## config.mk

```make
export PLATFORM = sky130hd
export DESIGN_NAME = uart_rx_fifo
export DESIGN_NICKNAME = d
export VERILOG_FILES = /design/src/rtl/uart_rx_fifo_pkg.sv /design/src/rtl/uart_rx_fifo_sync_fifo.sv /design/src/rtl/uart_rx_fifo.sv
export SDC_FILE = /design/constraint.sdc
export NUM_CORES = 1
export LEC_CHECK = 0
export BUFFER_PORTS_ARGS = -buffer_cell sky130_fd_sc_hd__buf_2
export CAP_MARGIN = 20
export CORE_ASPECT_RATIO = 0.9
export CORE_MARGIN = 4
export CORE_UTILIZATION = 30
export CTS_BUF_LIST = sky130_fd_sc_hd__clkbuf_8 sky130_fd_sc_hd__clkbuf_16
export DETAILED_ROUTE_END_ITERATION = 7
export PLACE_DENSITY_LB_ADDON = 0.05
export SLEW_MARGIN = 25
export SYNTH_ARGS = -nofsm -noshare
export SYNTH_HDL_FRONTEND = slang
export SYNTH_HIERARCHICAL = 1
export SYNTH_SLANG_ARGS = --single-unit
export TNS_END_PERCENT = 50
```

## constraint.sdc

```tcl
create_clock -name clk -period 6 [get_ports clk]
set_input_delay 0.9 -clock clk [delete_from_list [all_inputs] [get_ports clk]]
set_output_delay 0.9 -clock clk [all_outputs]
set_load 0.005 [all_outputs]
```

## src/rtl/uart_rx_fifo_pkg.sv

```systemverilog
// Shared definitions for the UART receiver: state encoding and parameter defaults.
package uart_pkg;

    localparam int OVERSAMPLE_DEF = 16;
    localparam int FIFO_DEPTH_DEF = 16;

    typedef enum logic [2:0] {
        RX_IDLE      = 3'd0,
        RX_START     = 3'd1,
        RX_DATA      = 3'd2,
        RX_STOP      = 3'd3,
        RX_WAIT_IDLE = 3'd4
    } rx_state_t;

endpackage

```

## src/rtl/uart_rx_fifo_sync_fifo.sv

```systemverilog
// Synchronous FIFO with a registered head word; a push while full is dropped
// unless a pop happens in the same cycle.
module sync_fifo #(
    parameter int WIDTH = 8,
    parameter int DEPTH = 16
) (
    input  logic                     clk,
    input  logic                     rst,
    input  logic [WIDTH-1:0]         in_data,
    input  logic                     push,
    output logic [WIDTH-1:0]         out_data,
    output logic                     out_valid,
    input  logic                     out_ready,
    output logic [$clog2(DEPTH):0]   count,
    output logic                     drop
);

    localparam int AW = $clog2(DEPTH);
    localparam int CW = AW + 1;

    logic [WIDTH-1:0] mem [DEPTH];
    logic [AW-1:0]    wr_ptr;
    logic [AW-1:0]    rd_ptr;
    logic [AW-1:0]    next_rd;
    logic [CW-1:0]    next_count;
    logic             full;
    logic             do_pop;
    logic             do_push;

    always_comb begin
        full    = (count == CW'(DEPTH));
        do_pop  = out_valid && out_ready;
        do_push = push && (!full || do_pop);
        drop    = push && full && !do_pop;
        next_rd = do_pop ? rd_ptr + AW'(1) : rd_ptr;
        next_count = count;
        if (do_push && !do_pop)
            next_count = count + CW'(1);
        else if (!do_push && do_pop)
            next_count = count - CW'(1);
    end

    always_ff @(posedge clk) begin
        if (rst) begin
            wr_ptr    <= '0;
            rd_ptr    <= '0;
            count     <= '0;
            out_valid <= 1'b0;
            out_data  <= '0;
        end else begin
            if (do_push) begin
                mem[wr_ptr] <= in_data;
                wr_ptr      <= wr_ptr + AW'(1);
            end
            rd_ptr    <= next_rd;
            count     <= next_count;
            out_valid <= (next_count != '0);
            // Head refreshes only when it moves or the FIFO fills from empty;
            // the slot being written this cycle is not yet in mem.
            if ((do_pop || !out_valid) && next_count != '0)
                out_data <= (do_push && next_rd == wr_ptr) ? in_data : mem[next_rd];
        end
    end

endmodule

```

## src/rtl/uart_rx_fifo.sv

```systemverilog
// 8N1 UART receiver with oversampled bit timing, sticky error flags and a
// receive FIFO.
//
// state        | meaning
// RX_IDLE      | line idle, waiting for rx_s low
// RX_START     | half-bit check that the start bit is real
// RX_DATA      | sampling 8 data bits at bit centres, LSB first
// RX_STOP      | sampling stop bit; push byte or flag framing error
// RX_WAIT_IDLE | after framing error, wait for line to return high
module uart_rx_fifo
    import uart_pkg::*;
#(
    parameter int FIFO_DEPTH = FIFO_DEPTH_DEF,
    parameter int OVERSAMPLE = OVERSAMPLE_DEF
) (
    input  logic                        clk,
    input  logic                        rst,
    input  logic [15:0]                 baud_div,
    input  logic                        rxd,
    output logic [7:0]                  out_data,
    output logic                        out_valid,
    input  logic                        out_ready,
    output logic [$clog2(FIFO_DEPTH):0] count,
    output logic                        frame_err,
    output logic                        overrun,
    input  logic                        clr_err
);

    localparam int OW = $clog2(OVERSAMPLE);

    rx_state_t   state;
    logic        sync1;
    logic        rx_s;
    logic [15:0] tick_cnt;
    logic [15:0] div_q;
    logic        tick;
    logic [OW-1:0] os_cnt;
    logic [2:0]  bit_idx;
    logic [7:0]  shift;
    logic        half_tc;
    logic        bit_tc;
    logic        push;
    logic        frame_evt;
    logic        drop;

    always_ff @(posedge clk) begin
        if (rst) begin
            sync1 <= 1'b1;
            rx_s  <= 1'b1;
        end else begin
            sync1 <= rxd;
            rx_s  <= sync1;
        end
    end

    // div_q holds the period in use so a new baud_div only applies after a wrap.
    assign tick = (tick_cnt == div_q);

    always_ff @(posedge clk) begin
        if (rst) begin
            tick_cnt <= '0;
            div_q    <= '0;
        end else if (tick) begin
            tick_cnt <= '0;
            div_q    <= baud_div;
        end else begin
            tick_cnt <= tick_cnt + 16'd1;
        end
    end

    assign half_tc   = tick && (os_cnt == OW'(OVERSAMPLE/2 - 1));
    assign bit_tc    = tick && (os_cnt == OW'(OVERSAMPLE - 1));
    assign push      = (state == RX_STOP) && bit_tc && rx_s;
    assign frame_evt = (state == RX_STOP) && bit_tc && !rx_s;

    always_ff @(posedge clk) begin
        if (rst) begin
            state     <= RX_IDLE;
            os_cnt    <= '0;
            bit_idx   <= '0;
            shift     <= '0;
            frame_err <= 1'b0;
            overrun   <= 1'b0;
        end else begin
            if (clr_err) begin
                frame_err <= 1'b0;
                overrun   <= 1'b0;
            end
            if (frame_evt)
                frame_err <= 1'b1;
            if (drop)
                overrun <= 1'b1;

            case (state)
                RX_IDLE: begin
                    if (!rx_s) begin
                        state  <= RX_START;
                        os_cnt <= '0;
                    end
                end
                RX_START: begin
                    if (half_tc) begin
                        os_cnt  <= '0;
                        bit_idx <= '0;
                        state   <= rx_s ? RX_IDLE : RX_DATA;
                    end else if (tick) begin
                        os_cnt <= os_cnt + OW'(1);
                    end
                end
                RX_DATA: begin
                    if (bit_tc) begin
                        shift  <= {rx_s, shift[7:1]};
                        os_cnt <= '0;
                        if (bit_idx == 3'd7)
                            state <= RX_STOP;
                        else
                            bit_idx <= bit_idx + 3'd1;
                    end else if (tick) begin
                        os_cnt <= os_cnt + OW'(1);
                    end
                end
                RX_STOP: begin
                    if (bit_tc) begin
                        os_cnt <= '0;
                        state  <= rx_s ? RX_IDLE : RX_WAIT_IDLE;
                    end else if (tick) begin
                        os_cnt <= os_cnt + OW'(1);
                    end
                end
                RX_WAIT_IDLE: begin
                    if (rx_s)
                        state <= RX_IDLE;
                end
                default: state <= RX_IDLE;
            endcase
        end
    end

    sync_fifo #(
        .WIDTH (8),
        .DEPTH (FIFO_DEPTH)
    ) u_fifo (
        .clk       (clk),
        .rst       (rst),
        .in_data   (shift),
        .push      (push),
        .out_data  (out_data),
        .out_valid (out_valid),
        .out_ready (out_ready),
        .count     (count),
        .drop      (drop)
    );

endmodule

```

==> results of run 1 <==
==> how the worst max path moves through the flow <==
stage | startpoint | end | slack, ns | cells after the start
after floorplan | tick_cnt[3] | u_fifo/out_data[3] | 2.94 | 13
after global routing | tick_cnt[3] | u_fifo/out_data[3] | 1.80 | 14
after global placement | out_ready | u_fifo/out_data[1] | 2.09 | 8
after detailed placement | out_ready | u_fifo/out_data[4] | 2.05 | 8
final | tick_cnt[3] | u_fifo/out_data[3] | 2.16 | 13
after CTS | tick_cnt[3] | u_fifo/out_data[3] | 2.17 | 13
==> sequential cells by signal (all words and copies together) (netlist names) <==
signal	cells
u_fifo/mem	128
div_q	16
tick_cnt	16
shift	8
u_fifo/out_data	8
u_fifo/count	5
os_cnt	4
u_fifo/rd_ptr	4
u_fifo/wr_ptr	4
bit_idx	3
state	3
frame_err	1
overrun	1
rx_s	1
sync1	1
u_fifo/out_valid	1
==> per-stage QoR <==
step,cells,power [W],hold slack (ns)
CTS,1195,0.00405,0.426
detailed placement,1149,0.00252,0.395
floorplan,753,0.00231,0.389
finish,1195,0.00397,0.416
global placement,1148,0.00250,0.392
global route,1195,0.00420,0.433
==> logic make-up (layout without fill, tap and decap cells) <==
group,count (synthesis),after routing,synth area share [%]
multiplexers,53,53,6.65
XOR/XNOR,48,48,4.82
AO/OA/AOI/OAI,139,139,10.7
flip-flops,204,204,59.5
buffers and inverters,51,97,2.86
adder cells (fa/ha/maj),11,11,1.53
AND/OR/NAND/NOR,247,247,13.9
==> layout by cell type, fill, tap and decap left out, drive strengths merged, types with 31 or more instances in the layout <==
master  synthesis  routed
nand2          38      38
nand3          39      39
buf            19      41
a21oi          45      45
mux2i          43      43
nor2           89      89
edfxtp        128     128
dfxtp          76      76
o21ai          34      34
xnor2          31      31
==> final cells by class <==
class / count / area [sq um]
Fill cell: 2907 / 18900
Tap cell: 396 / 495
Timing Repair Buffer: 41 / 225
Sequential cell: 204 / 5370
Inverter: 10 / 37.5
Clock buffer: 28 / 667
Clock inverter: 18 / 165
Multi-Input combinational cell: 498 / 3390
==> power groups by stage <==
stage | combinational, W | clock, W | sequential, W
2_1_floorplan | 0.000690 | 0 | 0.00162
3_3_place_gp | 0.000851 | 0 | 0.00165
3_5_place_dp | 0.000872 | 0 | 0.00165
5_1_grt | 0.000951 | 0.00161 | 0.00163
6_report | 0.000861 | 0.00149 | 0.00162
4_1_cts | 0.000875 | 0.00155 | 0.00162
==> metal layers <==
| layer | share of wire (%) | routed length (um) | track usage (%) | vias to the layer above |
|---|---|---|---|---|
| met1 | 49 | 11300 | 20.7 | 2905 |
| met2 | 45 | 10500 | 22.0 | 138 |
| met3 | 4.9 | 1140 | 2.60 | 22 |
| met5 | 0 | 0 | 0 | - |
| met4 | 1.6 | 380 | 3.03 | 0 |
| li1 | - | - | - | 2834 |
==> results.json, run 1 <==
{
  "outcome": "complete, no violations",
  "cts_max_level": 1,
  "synth_nets": 785,
  "min-delay-path-class": "flop to flop",
  "die_width_um": 191,
  "grt_pass1_vias": 5765,
  "overflow": 0,
  "max_stage_delay_ns": 0.77,
  "wl_per_cell_um": 19.5,
  "internal_power_w": 0.00282,
  "numCtsBuffers": 25,
  "crit_family": "compound AO/OA/AOI/OAI gates",
  "setup_viol": 0,
  "netlist_area_sq_um": 9010,
  "pwr-share-seq_pct": 40.8,
  "die_area_sq_um": 32900,
  "ys_seq_elements": 204,
  "post-cts-setup-buffers": 0,
  "post-dp-hpwl_mm": 15.8,
  "min_from": "sync1",
  "yosys.area.top_type_share_pct": 42.7,
  "ys_types": 68,
  "synth_cells": 753,
  "die_h_um": 172,
  "r2r_slack_ns": 2.16,
  "cts_tree": "built",
  "hold_viol_final": 0,
  "synth-edff-count": 128,
  "antenna_found_initial": 0,
  "antennaDiodeCount": 0,
  "p_clk_share_pct": 37.5,
  "routabilityCongestion": 0.772,
  "holdPathEnd": "rx_s",
  "critPathLaunchType": "flop",
  "cp.arrival_ns": 4.26,
  "rsz0062_at_grt": "false",
  "worstMarginPinSlew_ns": 1.01,
  "min_period_over_period_pct": 64.0,
  "start_util_pct": 30.8,
  "ys_top_cells_by_count": "edfxtp_1 (128), nor2_1 (87), dfxtp_1 (76)",
  "clk_pin_slew_worst_paths_ns": 0.06,
  "cts.sinks": 204,
  "grt_first_pass_wirelength_mm": 35.8,
  "cts_hold_buf": 0,
  "period_needed_ns": 3.84,
  "fin_worst_skew_ns": 0.0112,
  "track_usage_pct": 14.1,
  "synthTopCellsByArea": "edfxtp_1 (43%), dfxtp_1 (17%), mux2i_1 (4.8%)",
  "maxCapViolations": 0,
  "path_cells": "xnor2_1 > nand4_1 > nor4_4 > buf_4 > nand2_1 > nor3_1 > buf_4 > nor2_1 > and3_1 > a311oi_1 > o41a_1 > nor2_1 > a311oi_2",
  "dp_slack_ns": 2.05,
  "cts_resized": 0,
  "synth_most_common_cell": "edfxtp_1",
  "cts.path.max_buffers": 3,
  "synth_top_cell_by_area": "edfxtp_1",
  "yosysSeqAreaShare_pct": 59.5,
  "synth_async_sr_flop_share_pct": 0,
  "drt-total-wl_mm": 23.3,
  "postRouteAntennaNets": 0,
  "pwr-share-comb_pct": 21.7,
  "p_leak_nw": 3.71,
  "via_per_inst": 4.94,
  "setup-tns-final_ns": 0,
  "p_per_area_nw_per_um2": 384,
  "area_growth_syn_to_layout_pct": 14.9,
  "rr_startpoint": "tick_cnt[3]",
  "path_class": "flop to flop",
  "row_count": 59,
  "synth_ff_type": "edfxtp_1",
  "placed_cell_area_sq_um": 9510,
  "critPathSlowestCell": "o41a_1",
  "fin_util_pct": 35.4,
  "grt_max_degree": 45,
  "io_buffers": 36,
  "crit_path_end_kind": "flop",
  "fmax_mhz": 260,
  "drc_errors": 0,
  "path_max_fanout": 28,
  "max_slew_margin_pct": 32.4,
  "drtIter0Drc": 315,
  "synth_warnings": 6,
  "fin_ws_ns": 2.16,
  "dr.pass1.iters": 4,
  "ff2ff_path_depth": 13,
  "pin_count": 37,
  "swShare_pct": 29.0,
  "worst-path-buf-inv": 2,
  "reg2reg_to": "u_fifo/out_data[3]",
  "irDropWorstVdd_v": 0.000183,
  "holdPathStages": 1,
  "maxSlewViolCount": 0,
  "avgSynthCellArea_sq_um": 12.0,
  "critPathRequiredTime_ns": 6.42,
  "nNetsFinal": 812,
  "final_area_sq_um": 10300,
  "insertion_delay_ns": 0.52,
  "vias": 5899,
  "root_buffer": "clkbuf_16",
  "drive_gt1_share_pct": 14.3,
  "core_sq_um": 29200,
  "p_sw_w": 0.00115
}
(Power assumes the default switching activity.)
==> run 2, diff against run 1 <==
==> constraint.sdc (replaced) <==
create_clock -name clk -period 4 [get_ports clk]
set_input_delay 0.6 -clock clk [delete_from_list [all_inputs] [get_ports clk]]
set_output_delay 0.6 -clock clk [all_outputs]
set_load 0.005 [all_outputs]
==> results.json, run 2 (synthesized netlist as in run 1, its figures left out) <==
{
  "hold_viol_final": 0,
  "crit_path_end_kind": "flop",
  "nNetsFinal": 826,
  "internal_power_w": 0.00424,
  "cts.path.max_buffers": 3,
  "grt_first_pass_wirelength_mm": 37.0,
  "post-cts-setup-buffers": 0,
  "antennaDiodeCount": 0,
  "min-delay-path-class": "input pin to flop",
  "track_usage_pct": 14.6,
  "numCtsBuffers": 24,
  "critPathRequiredTime_ns": 4.42,
  "root_buffer": "clkbuf_16",
  "drtIter0Drc": 427,
  "maxSlewViolCount": 0,
  "cts_resized": 0,
  "p_per_area_nw_per_um2": 574,
  "critPathLaunchType": "flop",
  "grt_pass1_vias": 6007,
  "insertion_delay_ns": 0.51,
  "swShare_pct": 29.3,
  "max_slew_margin_pct": 34.4,
  "final_cell_mix": "edfxtp_1 (128), nor2_1 (87), dfxtp_1 (76), a21oi_1 (45), mux2i_1 (43)",
  "cts_tree": "built",
  "grt_max_degree": 38,
  "cts.sinks": 204,
  "fin_worst_skew_ns": 0.00772,
  "top_register": "u_fifo/mem",
  "maxCapViolations": 0,
  "row_count": 59,
  "p_leak_nw": 3.75,
  "final_common_cell": "edfxtp_1",
  "via_per_inst": 4.88,
  "wl_per_cell_um": 19.8,
  "p_clk_share_pct": 37.6,
  "core_sq_um": 29200,
  "dr.pass1.iters": 4,
  "vias": 5900,
  "cts_hold_buf": 0,
  "postRouteAntennaNets": 0,
  "path_class": "flop to flop",
  "period_needed_ns": 3.36,
  "reg_top3": "u_fifo/mem x128, div_q x16, tick_cnt x16",
  "post-dp-hpwl_mm": 15.5,
  "path_max_fanout": 16,
  "io_buffers": 36,
  "start_util_pct": 30.8,
  "worstMarginPinSlew_ns": 0.982,
  "die_area_sq_um": 32900,
  "die_h_um": 172,
  "drt-total-wl_mm": 24.0,
  "drive_gt1_share_pct": 15.0,
  "pwr-share-comb_pct": 21.8,
  "area_growth_syn_to_layout_pct": 15.8,
  "antenna_found_initial": 1,
  "fin_cells": 1208,
  "dpl.cell_count": 1164,
  "routabilityCongestion": 0.749,
  "outcome": "complete, no violations",
  "p_sw_w": 0.00175,
  "fmax_mhz": 297,
  "pin_count": 37,
  "cts_max_level": 1,
  "clk_pin_slew_worst_paths_ns": 0.06,
  "setup-tns-final_ns": 0,
  "drc_errors": 0,
  "r2r_slack_ns": 0.64,
  "irDropWorstVdd_v": 0.000267,
  "min_period_over_period_pct": 84.1,
  "die_width_um": 191,
  "pwr-share-seq_pct": 40.5,
  "largest_reg_flops": 128,
  "cp.arrival_ns": 3.78,
  "setup_viol": 0,
  "rsz0062_at_grt": "false",
  "overflow": 0
}
## run 2: worst paths after layout
path / from / to / depth (start not counted)
max: tick_cnt[12] / u_fifo/out_data[3] / 12
min: rxd / sync1 / 2
min reg2reg: sync1 / rx_s / 1
max reg2reg: tick_cnt[12] / u_fifo/out_data[3] / 12
## run 2: cell type report
class / instances / area (sq um)
fillers: 2943 / 18800
flip-flops and latches: 204 / 5370
multi-input cells: 498 / 3390
clock buffers: 25 / 626
well taps: 396 / 495
repair buffers: 56 / 330
clock inverters: 19 / 195
inverters: 10 / 37.5
## run 2: critical path, cell delays in order, from the launching register on
cell and delay (ns):
dfxtp_1 0.42, xnor2_1 0.15, nand4_1 0.17, nor4_4 0.36, nand2_1 0.11, nor3_1 0.14, buf_4 0.21, nor2_1 0.09
and3_1 0.18, a311oi_1 0.32, o41a_1 0.73, nor2_1 0.12, a311oi_2 0.26
## run 2: metal layers
layer	global-route usage [%]	part of all wire, %
met1	21.6	51
met2	22.6	44
met3	2.16	3.0
met4	3.56	2.0
met5	0	0
## run 2: power groups by stage
stage / Combinational, W / Clock, W / Sequential, W
after floorplan: 0.00103 / 0 / 0.00243
after global placement: 0.00131 / 0 / 0.00247
after detailed placement: 0.00132 / 0 / 0.00247
after CTS: 0.00132 / 0.00233 / 0.00243
after global routing: 0.00143 / 0.00242 / 0.00244
final: 0.00131 / 0.00226 / 0.00243
## run 2: through the flow
| stage | instance area [sq um] | utilization [%] | total power, W | setup slack, ns | hold WS, ns |
|---|---|---|---|---|---|
| after floorplan | 9010 | - | 0.00347 | 0.945 | 0.389 |
| after global placement | 9620 | 32.9 | 0.00378 | 0.537 | 0.405 |
| after detailed placement | 9620 | 32.9 | 0.00379 | 0.457 | 0.399 |
| after CTS | 10400 | 35.7 | 0.00608 | 0.608 | 0.253 |
| after global routing | 10400 | 35.7 | 0.00630 | 0.302 | 0.258 |
| final | 10400 | 35.7 | 0.00599 | 0.638 | 0.279 |
==> run 3, diff against run 2 <==
==> constraint.sdc (replaced) <==
create_clock -name clk -period 2.9 [get_ports clk]
set_input_delay 0.435 -clock clk [delete_from_list [all_inputs] [get_ports clk]]
set_output_delay 0.435 -clock clk [all_outputs]
set_load 0.005 [all_outputs]
==> results.json, run 3 (synthesized netlist as in run 1, its figures left out) <==
{
  "cts.sinks": 204,
  "reg_top3": "u_fifo/mem x128, div_q x16, tick_cnt x16",
  "vias": 6178,
  "die_area_sq_um": 32900,
  "cts_tree": "built",
  "placed_cell_area_sq_um": 10100,
  "via_per_inst": 4.91,
  "final_common_cell": "edfxtp_1",
  "row_count": 59,
  "postRouteAntennaNets": 0,
  "drt-total-wl_mm": 24.4,
  "max_stage_delay_ns": 0.48,
  "critPathSlowestCell": "o41a_1",
  "start_util_pct": 30.8,
  "hold_viol_final": 0,
  "p_clk_share_pct": 34.9,
  "largest_reg_flops": 128,
  "die_h_um": 172,
  "rsz0062_at_grt": "true",
  "max_slew_margin_pct": 37.3,
  "period_needed_ns": 3.00,
  "outcome": "finished with violations",
  "overflow": 0,
  "antenna_found_initial": 1,
  "drive_gt1_share_pct": 23.2,
  "grt_first_pass_wirelength_mm": 37.3,
  "cts.path.max_buffers": 3,
  "fin_worst_skew_ns": 0.0235,
  "irDropWorstVdd_v": 0.000398,
  "critPathRequiredTime_ns": 3.34,
  "holdPathEnd": "sync1",
  "pwr-share-seq_pct": 39.7,
  "critical_path.most_common_cell": "xnor2_1",
  "grt_pass1_vias": 6069,
  "die_width_um": 191,
  "insertion_delay_ns": 0.52,
  "io_buffers": 36,
  "ff2ff_path_depth": 14,
  "r2r_slack_ns": -0.10,
  "root_buffer": "clkbuf_16",
  "area_growth_syn_to_layout_pct": 21.9,
  "maxCapViolations": 0,
  "reg2reg_to": "u_fifo/out_data[1]",
  "p_sw_w": 0.00248,
  "internal_power_w": 0.00589,
  "final_cell_mix": "edfxtp_1 (128), nor2_1 (82), dfxtp_1 (67), buf_4 (57), a21oi_1 (44)",
  "swShare_pct": 29.6,
  "post-dp-hpwl_mm": 16.7,
  "clk_pin_slew_worst_paths_ns": 0.06,
  "cts_hold_buf": 0,
  "top_register": "u_fifo/mem",
  "hold_slack_ns": 0.112,
  "wl_per_cell_um": 19.4,
  "final_area_sq_um": 11000,
  "pwr-share-comb_pct": 25.4,
  "grt_max_degree": 30,
  "min-delay-path-class": "input pin to flop",
  "nNetsFinal": 876,
  "numCtsBuffers": 25,
  "routabilityCongestion": 0.806,
  "critPathLaunchType": "flop",
  "setup_viol": 8,
  "maxSlewViolCount": 0,
  "cts_max_level": 1,
  "path_class": "flop to flop",
  "core_sq_um": 29200,
  "track_usage_pct": 14.8,
  "drc_errors": 0,
  "min_from": "rxd",
  "cp.arrival_ns": 3.45,
  "path_cells": "xnor2_1 > nand4_1 > nor4_4 > nand2_1 > nor3_2 > buf_4 > nand3b_1 > nor4b_1 > a31oi_1 > xnor2_1 > o41a_1 > buf_12 > nand2b_1 > a21oi_1",
  "path_max_fanout": 16,
  "fin_ws_ns": -0.101,
  "fmax_mhz": 333,
  "drtIter0Drc": 392,
  "p_per_area_nw_per_um2": 762,
  "rr_startpoint": "div_q[10]",
  "pin_count": 37,
  "dr.pass1.iters": 4,
  "violations": "negative setup slack",
  "min_period_over_period_pct": 103,
  "p_leak_nw": 4.09,
  "antennaDiodeCount": 0,
  "worstMarginPinSlew_ns": 0.939,
  "holdPathStages": 2,
  "crit_path_end_kind": "flop"
}
==> run 3: changes by cell type in the layout (fill, tap and decap cells not counted), sizes merged <==
cell and delta:
buf +49, bufinv -3, clkbuf +3, clkinv -2
clkinvlp -3, inv +6
==> run 3: critical path, delay by kind of cell, from the launching register on <==
family          cells  cell delay [ns]
compound gates      3             0.80
xor+xnor            2             0.28
buf+inv             2             0.33
flops               1             0.33
simple gates        7             1.21
==> run 3: power by group through the flow <==
stage,clock [W],sequential [W],combinational (W)
4_1_cts,0.00302,0.00332,0.00212
2_1_floorplan,0,0.00335,0.00143
3_3_place_gp,0,0.00337,0.00205
6_report,0.00292,0.00332,0.00212
5_1_grt,0.00315,0.00335,0.00232
3_5_place_dp,0,0.00338,0.00206
==> run 3: metrics by stage <==
stage | util, % | worst slack (ns) | TNS [ns] | instances | power (W)
6_report | 37.6 | -0.101 | -0.708 | 1258 | 0.00837
5_1_grt | 37.6 | -0.359 | -2.63 | 1258 | 0.00882
4_1_cts | 37.3 | -0.0476 | -0.316 | 1258 | 0.00847
3_5_place_dp | 34.4 | -0.110 | -0.761 | 1211 | 0.00544
3_3_place_gp | 34.4 | -0.0623 | -0.391 | 1211 | 0.00542
2_1_floorplan | - | 0.0298 | 0 | 753 | 0.00478
==> run 3: worst max-delay path by stage <==
stage           startpoint                  to  slack (ns)  depth (start not counted)
3_5_place_dp     div_q[15]  u_fifo/out_data[0]       -0.11                         14
6_report         div_q[10]  u_fifo/out_data[1]       -0.10                         14
3_3_place_gp     div_q[15]  u_fifo/out_data[4]       -0.06                         14
5_1_grt          div_q[15]  u_fifo/out_data[7]       -0.36                         14
4_1_cts          div_q[10]  u_fifo/out_data[7]       -0.05                         14
2_1_floorplan  tick_cnt[7]  u_fifo/out_data[3]        0.03                         13
==> run 3: per-layer routing <==
metal  GRT usage, %  vias to the layer above  share of wire [%]
li1               -                     2960                  -
met1           22.0                     3047                 50
met2           22.8                      140                 44
met3           2.28                       31                4.8
met4           3.34                        0                2.1
met5              0                        -                  0
==> run 3: final cells by class <==
class                           instances  area (sq um)
Clock buffer                           28           667
Clock inverter                         17           110
Fill cell                            2865         18300
Inverter                               10          37.5
Multi-Input combinational cell        498          3490
Sequential cell                       204          5380
Tap cell                              396           495
Timing Repair Buffer                  105           808
==> run 3: repair_timing <==
item                       4_1_cts  5_1_grt
hold endpoints to repair         0        0
resized for setup               13       21
setup endpoints to repair        8      104
pin swaps                        5        8
buffers inserted                 2        1
